--- config.mk ---
export PLATFORM = sky130hd
export DESIGN_NAME = result_pipe
export DESIGN_NICKNAME = d
export VERILOG_FILES = /design/src/rtl/result_pipe.sv
export SDC_FILE = /design/constraint.sdc
export NUM_CORES = 1
export LEC_CHECK = 0
export CAP_MARGIN = 25
export CORE_MARGIN = 2
export CORE_UTILIZATION = 43
export DETAILED_ROUTE_END_ITERATION = 6
export GPL_TIMING_DRIVEN = 0
export PLACE_DENSITY = 0.73
export SLEW_MARGIN = 20
export SYNTH_ARGS = -nofsm -noshare
export SYNTH_HDL_FRONTEND = slang
export SYNTH_SLANG_ARGS = --single-unit
--- constraint.sdc ---
create_clock -name clk -period 1.65 [get_ports clk]
set_input_delay 0.2475 -clock clk [delete_from_list [all_inputs] [get_ports clk]]
set_output_delay 0.2475 -clock clk [all_outputs]
set_load 0.1 [all_outputs]
--- src/rtl/result_pipe.sv ---
// result_pipe: DEPTH-stage write-back shift pipeline with stall, flush and decode-port lookup.
// Optional forwarding is built when RESULT_PIPE_FWD_EN is defined; otherwise lookups raise hazard.
module result_pipe #(
  parameter int DATA_W = 16,
  parameter int ADDR_W = 3,
  parameter int DEPTH  = 3,
  parameter int CNT_W  = 2
) (
  input  logic              clk,
  input  logic              reset,
  input  logic              enable,
  input  logic              flush,
  input  logic [DATA_W-1:0] in_data,
  input  logic [ADDR_W-1:0] in_addr,
  input  logic              in_we,
  output logic [DATA_W-1:0] out_data,
  output logic [ADDR_W-1:0] out_addr,
  output logic              out_we,
  input  logic [ADDR_W-1:0] rd_addr_a,
  input  logic [ADDR_W-1:0] rd_addr_b,
  output logic              fwd_hit_a,
  output logic [DATA_W-1:0] fwd_data_a,
  output logic              fwd_hit_b,
  output logic [DATA_W-1:0] fwd_data_b,
  output logic              hazard,
  output logic [CNT_W-1:0]  inflight
);

  logic [DATA_W-1:0] data_q [DEPTH];
  logic [ADDR_W-1:0] addr_q [DEPTH];
  logic [DEPTH-1:0]  we_q;
  logic [CNT_W-1:0]  inflight_q;

  // NOTE: the stage array is small and the register file must never see stale
  // data after reset, so every stage is cleared, not just the valid bits.
  always_ff @(posedge clk or negedge reset) begin
    if (!reset) begin
      for (int i = 0; i < DEPTH; i++) begin
        data_q[i] <= '0;
        addr_q[i] <= '0;
      end
      we_q       <= '0;
      inflight_q <= '0;
    end else if (flush) begin
      // Data and address are left in place; only the write enables matter.
      we_q       <= '0;
      inflight_q <= '0;
    end else if (enable) begin
      data_q[0] <= in_data;
      addr_q[0] <= in_addr;
      we_q[0]   <= in_we;
      for (int i = 1; i < DEPTH; i++) begin
        data_q[i] <= data_q[i-1];
        addr_q[i] <= addr_q[i-1];
        we_q[i]   <= we_q[i-1];
      end
      inflight_q <= inflight_q + CNT_W'(in_we) - CNT_W'(we_q[DEPTH-1]);
    end
  end

  assign out_data = data_q[DEPTH-1];
  assign out_addr = addr_q[DEPTH-1];
  assign out_we   = we_q[DEPTH-1];
  assign inflight = inflight_q;

  // Lookups scan from oldest to youngest so the youngest match is written last.
  logic hit_a, hit_b;

`ifdef RESULT_PIPE_FWD_EN
  logic [DATA_W-1:0] win_a, win_b;

  // NOTE: every comb output gets a default before the loop, so no path can
  // leave it unassigned and infer a latch.
  always_comb begin
    hit_a = 1'b0;
    hit_b = 1'b0;
    win_a = '0;
    win_b = '0;
    for (int i = DEPTH - 1; i >= 0; i--) begin
      if (we_q[i] && addr_q[i] == rd_addr_a) begin
        hit_a = 1'b1;
        win_a = data_q[i];
      end
      if (we_q[i] && addr_q[i] == rd_addr_b) begin
        hit_b = 1'b1;
        win_b = data_q[i];
      end
    end
  end

  assign fwd_hit_a  = hit_a;
  assign fwd_data_a = win_a;
  assign fwd_hit_b  = hit_b;
  assign fwd_data_b = win_b;
  assign hazard     = 1'b0;
`else
  always_comb begin
    hit_a = 1'b0;
    hit_b = 1'b0;
    for (int i = 0; i < DEPTH; i++) begin
      if (we_q[i] && addr_q[i] == rd_addr_a) hit_a = 1'b1;
      if (we_q[i] && addr_q[i] == rd_addr_b) hit_b = 1'b1;
    end
  end

  // Without forwarding, decode has to wait until the pending write retires.
  assign fwd_hit_a  = 1'b0;
  assign fwd_data_a = '0;
  assign fwd_hit_b  = 1'b0;
  assign fwd_data_b = '0;
  assign hazard     = hit_a | hit_b;
`endif

endmodule

==> results of run 1 <==
==> through the flow <==
stage	instances	area, µm²	power, mW	setup TNS (ns)
finish	434	4280	6.67	-0.537
global route	434	4280	6.95	-0.759
CTS	434	4270	6.72	-0.542
detailed placement	414	3960	5.05	-10.68
global placement	413	3940	5.00	-111.75
floorplan	263	3300	4.50	-0.564
==> final timing paths <==
path                       slack (ns)  cells past startpoint     endpoint
setup / recovery                -0.28                      5       hazard
hold / removal                   0.23                      3      we_q[0]
setup reg to reg                -0.04                      8  inflight[1]
hold reg to reg                  0.50                      1   data_q[26]
max in group asynchronous        0.85                      3      we_q[2]
min in group asynchronous        0.29                      2  inflight[0]
==> kinds of logic (layout without fill, tap and decap cells) <==
family / after synthesis / after routing
compound gates: 5 / 5
xor+xnor: 16 / 16
fa+ha+maj: 2 / 2
buf+inv: 62 / 134
flops: 62 / 62
mux: 61 / 61
other cells: 1 / 34
simple gates: 21 / 21
==> placed cells by master (no fill, tap or decap), drive strengths merged, types with 4 or more instances in the layout <==
master         Yosys  final
nor2               6      6
mux2i              4      4
buf               60     69
mux2              57     57
clkdlybuf4s50      0     24
clkdlybuf4s15      0     18
nor3               4      4
xor2              16     16
dlygate4sd2        0      4
conb               1     34
clkbuf             0     13
dfrtp             62     62
==> per-layer routing <==
layer / global-route usage [%] / vias to the layer above
li1: - / 894
met1: 17.9 / 893
met2: 23.8 / 56
met3: 2.68 / 9
met4: 7.56 / 0
met5: 0 / -
==> flip-flops by register name, summed over array words and instances (netlist names) <==
signal    count
addr_q        6
data_q       32
inflight      2
out_addr      3
out_data     16
we_q          3
==> worst max-delay path, delay by kind of cell, from the launching register on <==
family                 cells  cell delay [ns]
buffers and inverters      1             0.19
flip-flops                 1             0.44
AO/OA/AOI/OAI              1             0.19
AND/OR/NAND/NOR            3             0.55
==> layout make-up <==
| type | instances | share of cell area, % |
|---|---|---|
| multi-input combinational | 139 | 29.2 |
| clock inverter | 3 | 2.10 |
| sequential | 62 | 36.4 |
| buffer | 60 | 11.6 |
| clock buffer | 12 | 3.86 |
| tap | 99 | 2.89 |
| inverter | 2 | 0.175 |
| timing repair buffer | 57 | 13.8 |
==> cell usage after synthesis, drive strengths merged (3+ instances only) <==
master / number
dfrtp: 62
buf: 60
mux2: 57
xor2: 16
nor2: 6
mux2i: 4
nor3: 4
nand2: 3
o21ai: 3
==> power breakdown <==
part | switching (mW) | internal [mW]
registers | 0.243 | 1.87
logic | 1.91 | 0.992
clock network | 0.535 | 1.12
==> repair_timing <==
action / 4_1_cts / 5_1_grt
endpoints found under the hold margin: 62 / 0
endpoints found under the setup margin: 23 / 4
pin swaps: 3 / 4
hold buffers: 1 / 0
setup buffers: 4 / 0
gates resized for setup: 83 / 2
==> out/metrics.yaml, run 1 <==
finish:
  nets: 363
  nFillCells: 587
  areaGrowthSynthToFinish_pct: 35.2
  seq_area_mm2: 0.00156
  finalCoreUtilization_pct: 59.7
  multiInputGateArea_mm2: 0.00125
  antennaDiodeCount: 0
  drive_gt1_share_pct: 49.9
clocking:
  clock-sinks: 62
  tritoncts: "yes"
  clk_transition_reported_paths_ns: 0.06
  clock-root-buffer: "clkbuf_8"
  htreeDepth: 3
  cts_buffers: 9
  clock_path_buffers: 2
  insertion_delay_ns: 0.32
critical_path:
  start_kind: "flip-flop"
  path_max_fanout: 5
  crit_slowest_cell: "dfrtp_4"
  crit_arrival_ns: 1.69
  crit_start: "we_q[2]"
  path_class: "reg -> out"
  end_kind: "primary output"
  r2r-start: "we_q[2]"
  crit_chain: "or3b_4, a211oi_2, nor2_1, nand4_1, buf_12"
  max_stage_delay_ns: 0.44
  worst-endpoint-required_ns: 1.40
timing:
  max_slew_margin_pct: 36.7
  worstMarginPinSlew_ns: 0.953
  hold_ws_ns: 0.228
  setup_ws_ns: -0.284
  fin_skew_ns: 0.00512
  setup_viol: 3
  post-route-min-period_ns: 1.93
  fmax_mhz: 517
  slew_viol_final: 0
  rsz0062_at_grt: "yes"
  min_period_over_period_pct: 117
  final_hold_viol_count: 0
floorplanning:
  initial_core_util_pct: 44.1
  core_mm2: 0.00718
  die_h_um: 89.8
  die_w_um: 89.8
  dieArea_mm2: 0.00807
  row_count: 31
  design.portCount: 87
logic_synthesis:
  synth_top_area_share_pct: 49.0
  yosys_most_used_dff: "dfrtp_1"
  synth_mux_area_share_pct: 25.1
  yosysTopAreaCell: "dfrtp_1"
  synthArstFlopShare_pct: 100
  yosysSeqAreaShare_pct: 49.0
  synth_compound_area_share_pct: 1.11
  synthAdderAreaFrac_pct: 0.790
  synth_edf_count: 0
  synth_cells: 230
  synth.distinct_cells: 23
  synth_top_family_by_area: "multiplexers"
  synth_area_leaders: "dfrtp_1, mux2_4, buf_4"
  synthSimpleGateAreaFrac_pct: 3.60
  synth-seq-cells: 62
  avgSynthCellArea_um2: 13.8
  syn_area_mm2: 0.00317
  ys_warn_count: 0
  synthXorXnorAreaFrac_pct: 4.43
place:
  dp_hpwl_um: 3860
  gp_congestion: 0.716
  numPortBuffers: 51
  detailedPlace.worstSlack_ns: -1.25
drt:
  drtAntennaViolNets: 0
  met1_length_um: 2400
  first_pass_iters: 4
  num_vias: 1852
  route.detailed.drc: 0
  drt-total-wl_um: 5430
  drt_iter0_markers: 36
  vias_per_cell: 4.27
  dr.max_layer_used: "met4"
  wl_per_cell_um: 12.5
  wl_met3_um: 242
  met2_length_um: 2690
grt:
  overflow: 0
  grt_pass1_vias: 1933
  grt_pass1_wl_um: 9330
  antenna_found_initial: 0
  grt_max_degree: 60
  grtUsageTotal_pct: 14.4
worst_hold_path:
  hold_path.class: "in -> reg"
  hold_start: "enable"
run_status:
  status: "complete, but fails checks"
  violations: "setup timing"
power:
  ir_drop_mv: 0.926
  leakagePower_nw: 2.06
  power.density_mw_per_mm2: 1560
run:
  drv_cap: 0
Note: power is estimated with default switching activity, not from simulation.
==> run 2: changes to the inputs <==
- CTS_BUF_LIST: not set -> sky130_fd_sc_hd__clkbuf_8 sky130_fd_sc_hd__clkbuf_16
==> results of run 2 <==
No change in the layout: final DEF, timing and power equal those of run 1.
==> run 3: changes to the inputs <==
- CTS_CLUSTER_DIAMETER: not set -> 200
- SLEW_MARGIN: 20 -> not set
==> out/metrics.yaml, run 3 (synthesized netlist as in run 1, its figures left out) <==
run_status:
  status: "complete, but fails checks"
  violations: "setup timing"
timing:
  rsz0062_at_grt: "yes"
  hold_ws_ns: 0.221
  max_slew_margin_pct: 52.0
  post-route-min-period_ns: 1.95
  fmax_mhz: 514
  setup_viol: 2
  setup_ws_ns: -0.296
  slew_viol_final: 0
  final_hold_viol_count: 0
  worstMarginPinSlew_ns: 0.720
  min_period_over_period_pct: 118
  fin_skew_ns: 0.00275
place:
  place_inst: 414
  detailedPlace.worstSlack_ns: -1.23
  gp_congestion: 0.716
  numPortBuffers: 51
  place_area_mm2: 0.00395
  dp_hpwl_um: 3880
power:
  power.density_mw_per_mm2: 1520
  swShare_pct: 42.0
  finalPower_mw: 6.41
  combPwrFrac_pct: 45.0
  power.net_switching_mw: 2.69
  p_int_mw: 3.72
  p_clk_share_pct: 22.1
  ir_drop_mv: 0.913
  p_seq_share_pct: 32.9
  leakagePower_nw: 2.03
drt:
  drtAntennaViolNets: 0
  first_pass_iters: 4
  vias_per_cell: 4.25
  route.detailed.drc: 0
  drt_iter0_markers: 30
  num_vias: 1846
  drt-total-wl_um: 5390
  wl_per_cell_um: 12.4
floorplanning:
  design.portCount: 87
  initial_core_util_pct: 44.1
  row_count: 31
  die_w_um: 89.8
  core_mm2: 0.00718
  die_h_um: 89.8
  dieArea_mm2: 0.00807
critical_path:
  crit_slowest_cell: "dfrtp_4"
  path_max_fanout: 5
  path_class: "reg -> out"
  crit_arrival_ns: 1.70
  worst-endpoint-required_ns: 1.40
  crit_chain: "or3b_4, a211oi_2, nor2_1, nand4_1, buf_12"
  start_kind: "flip-flop"
  max_stage_delay_ns: 0.44
  end_kind: "primary output"
finish:
  drive_gt1_share_pct: 49.6
  layout_common_cells: "dfrtp_1, buf_4, conb_1"
  finish.instance_area_mm2: 0.00421
  antennaDiodeCount: 0
  nets: 362
  largest_register_ff_count: 32
  areaGrowthSynthToFinish_pct: 33.1
  layout_commonest_cell: "dfrtp_1"
  top_register: "data_q"
  fin_cells: 434
grt:
  grtUsageTotal_pct: 14.5
  grt_pass1_vias: 1915
  grt_pass1_wl_um: 9250
  overflow: 0
  grt_max_degree: 33
  antenna_found_initial: 0
run:
  drv_cap: 0
clocking:
  tritoncts: "yes"
  insertion_delay_ns: 0.32
  clock-sinks: 62
  clock_path_buffers: 2
  htreeDepth: 3
  clk_transition_reported_paths_ns: 0.06
  clock-root-buffer: "clkbuf_8"
  cts_buffers: 9
worst_hold_path:
  hold_path.class: "in -> reg"
[run 3: changes by cell type in the layout (fill, tap and decap cells not counted), sizes merged]
cell	change
clkinv	+2
inv	+2
buf	-1
bufinv	-1
clkbuf	-1
clkdlybuf4s15	-1
clkdlybuf4s18	+1
dlygate4sd2	-1
[run 3: power by group through the flow]
stage	Clock [mW]	Sequential [mW]	Combinational [mW]
final	1.42	2.11	2.89
after global routing	1.53	2.17	3.01
after CTS	1.46	2.11	2.89
after detailed placement	0	2.14	2.91
after global placement	0	2.12	2.88
after floorplan	0	2.09	2.41
[run 3: what timing repair did]
action,4_1_cts,5_1_grt
endpoints found under the setup margin,23,5
setup buffers,3,0
resized for setup,83,6
endpoints found under the hold margin,30,0
hold buffers,1,0
pin swaps,2,1
[run 3: final cells by class]
cell class	count	area, µm²
clock inverters	6	77.6
well taps	99	124
repair buffers	56	568
multi-input cells	139	1240
flip-flops and latches	62	1560
clock buffers	10	138
fillers	589	2960
plain buffers	60	495
inverters	2	7.51
[run 3: through the flow]
stage | setup TNS [ns] | utilization, %
floorplan | -0.564 | -
global placement | -111.75 | 54.8
detailed placement | -10.63 | 55.0
CTS | -0.539 | 58.7
global route | -0.520 | 58.7
finish | -0.309 | 58.7
[run 3: path summary, 6_finish.rpt]
kind	from	end	slack [ns]	depth (start not counted)
worst max-delay path	we_q[2]	hazard	-0.30	5
worst min-delay path	enable	we_q[0]	0.22	3
worst max register to register	we_q[2]	inflight[1]	-0.01	8
worst min register to register	data_q[42]	data_q[42]	0.50	1
max in group asynchronous	reset	out_data[6]	0.51	3
min in group asynchronous	reset	addr_q[7]	0.52	2
[run 3: per-layer routing]
metal	routed length, µm	GRT usage, %	share of wire, %
met4	147	7.69	2.7
met1	2380	18.2	44
met5	0	0	0
met2	2600	23.2	48
met3	249	3.86	4.6
[run 3: critical path: cells and delay by family, from the launching register on]
family	cells	cell delay, ns
flops	1	0.44
compound gates	1	0.19
buf+inv	1	0.19
simple gates	3	0.55
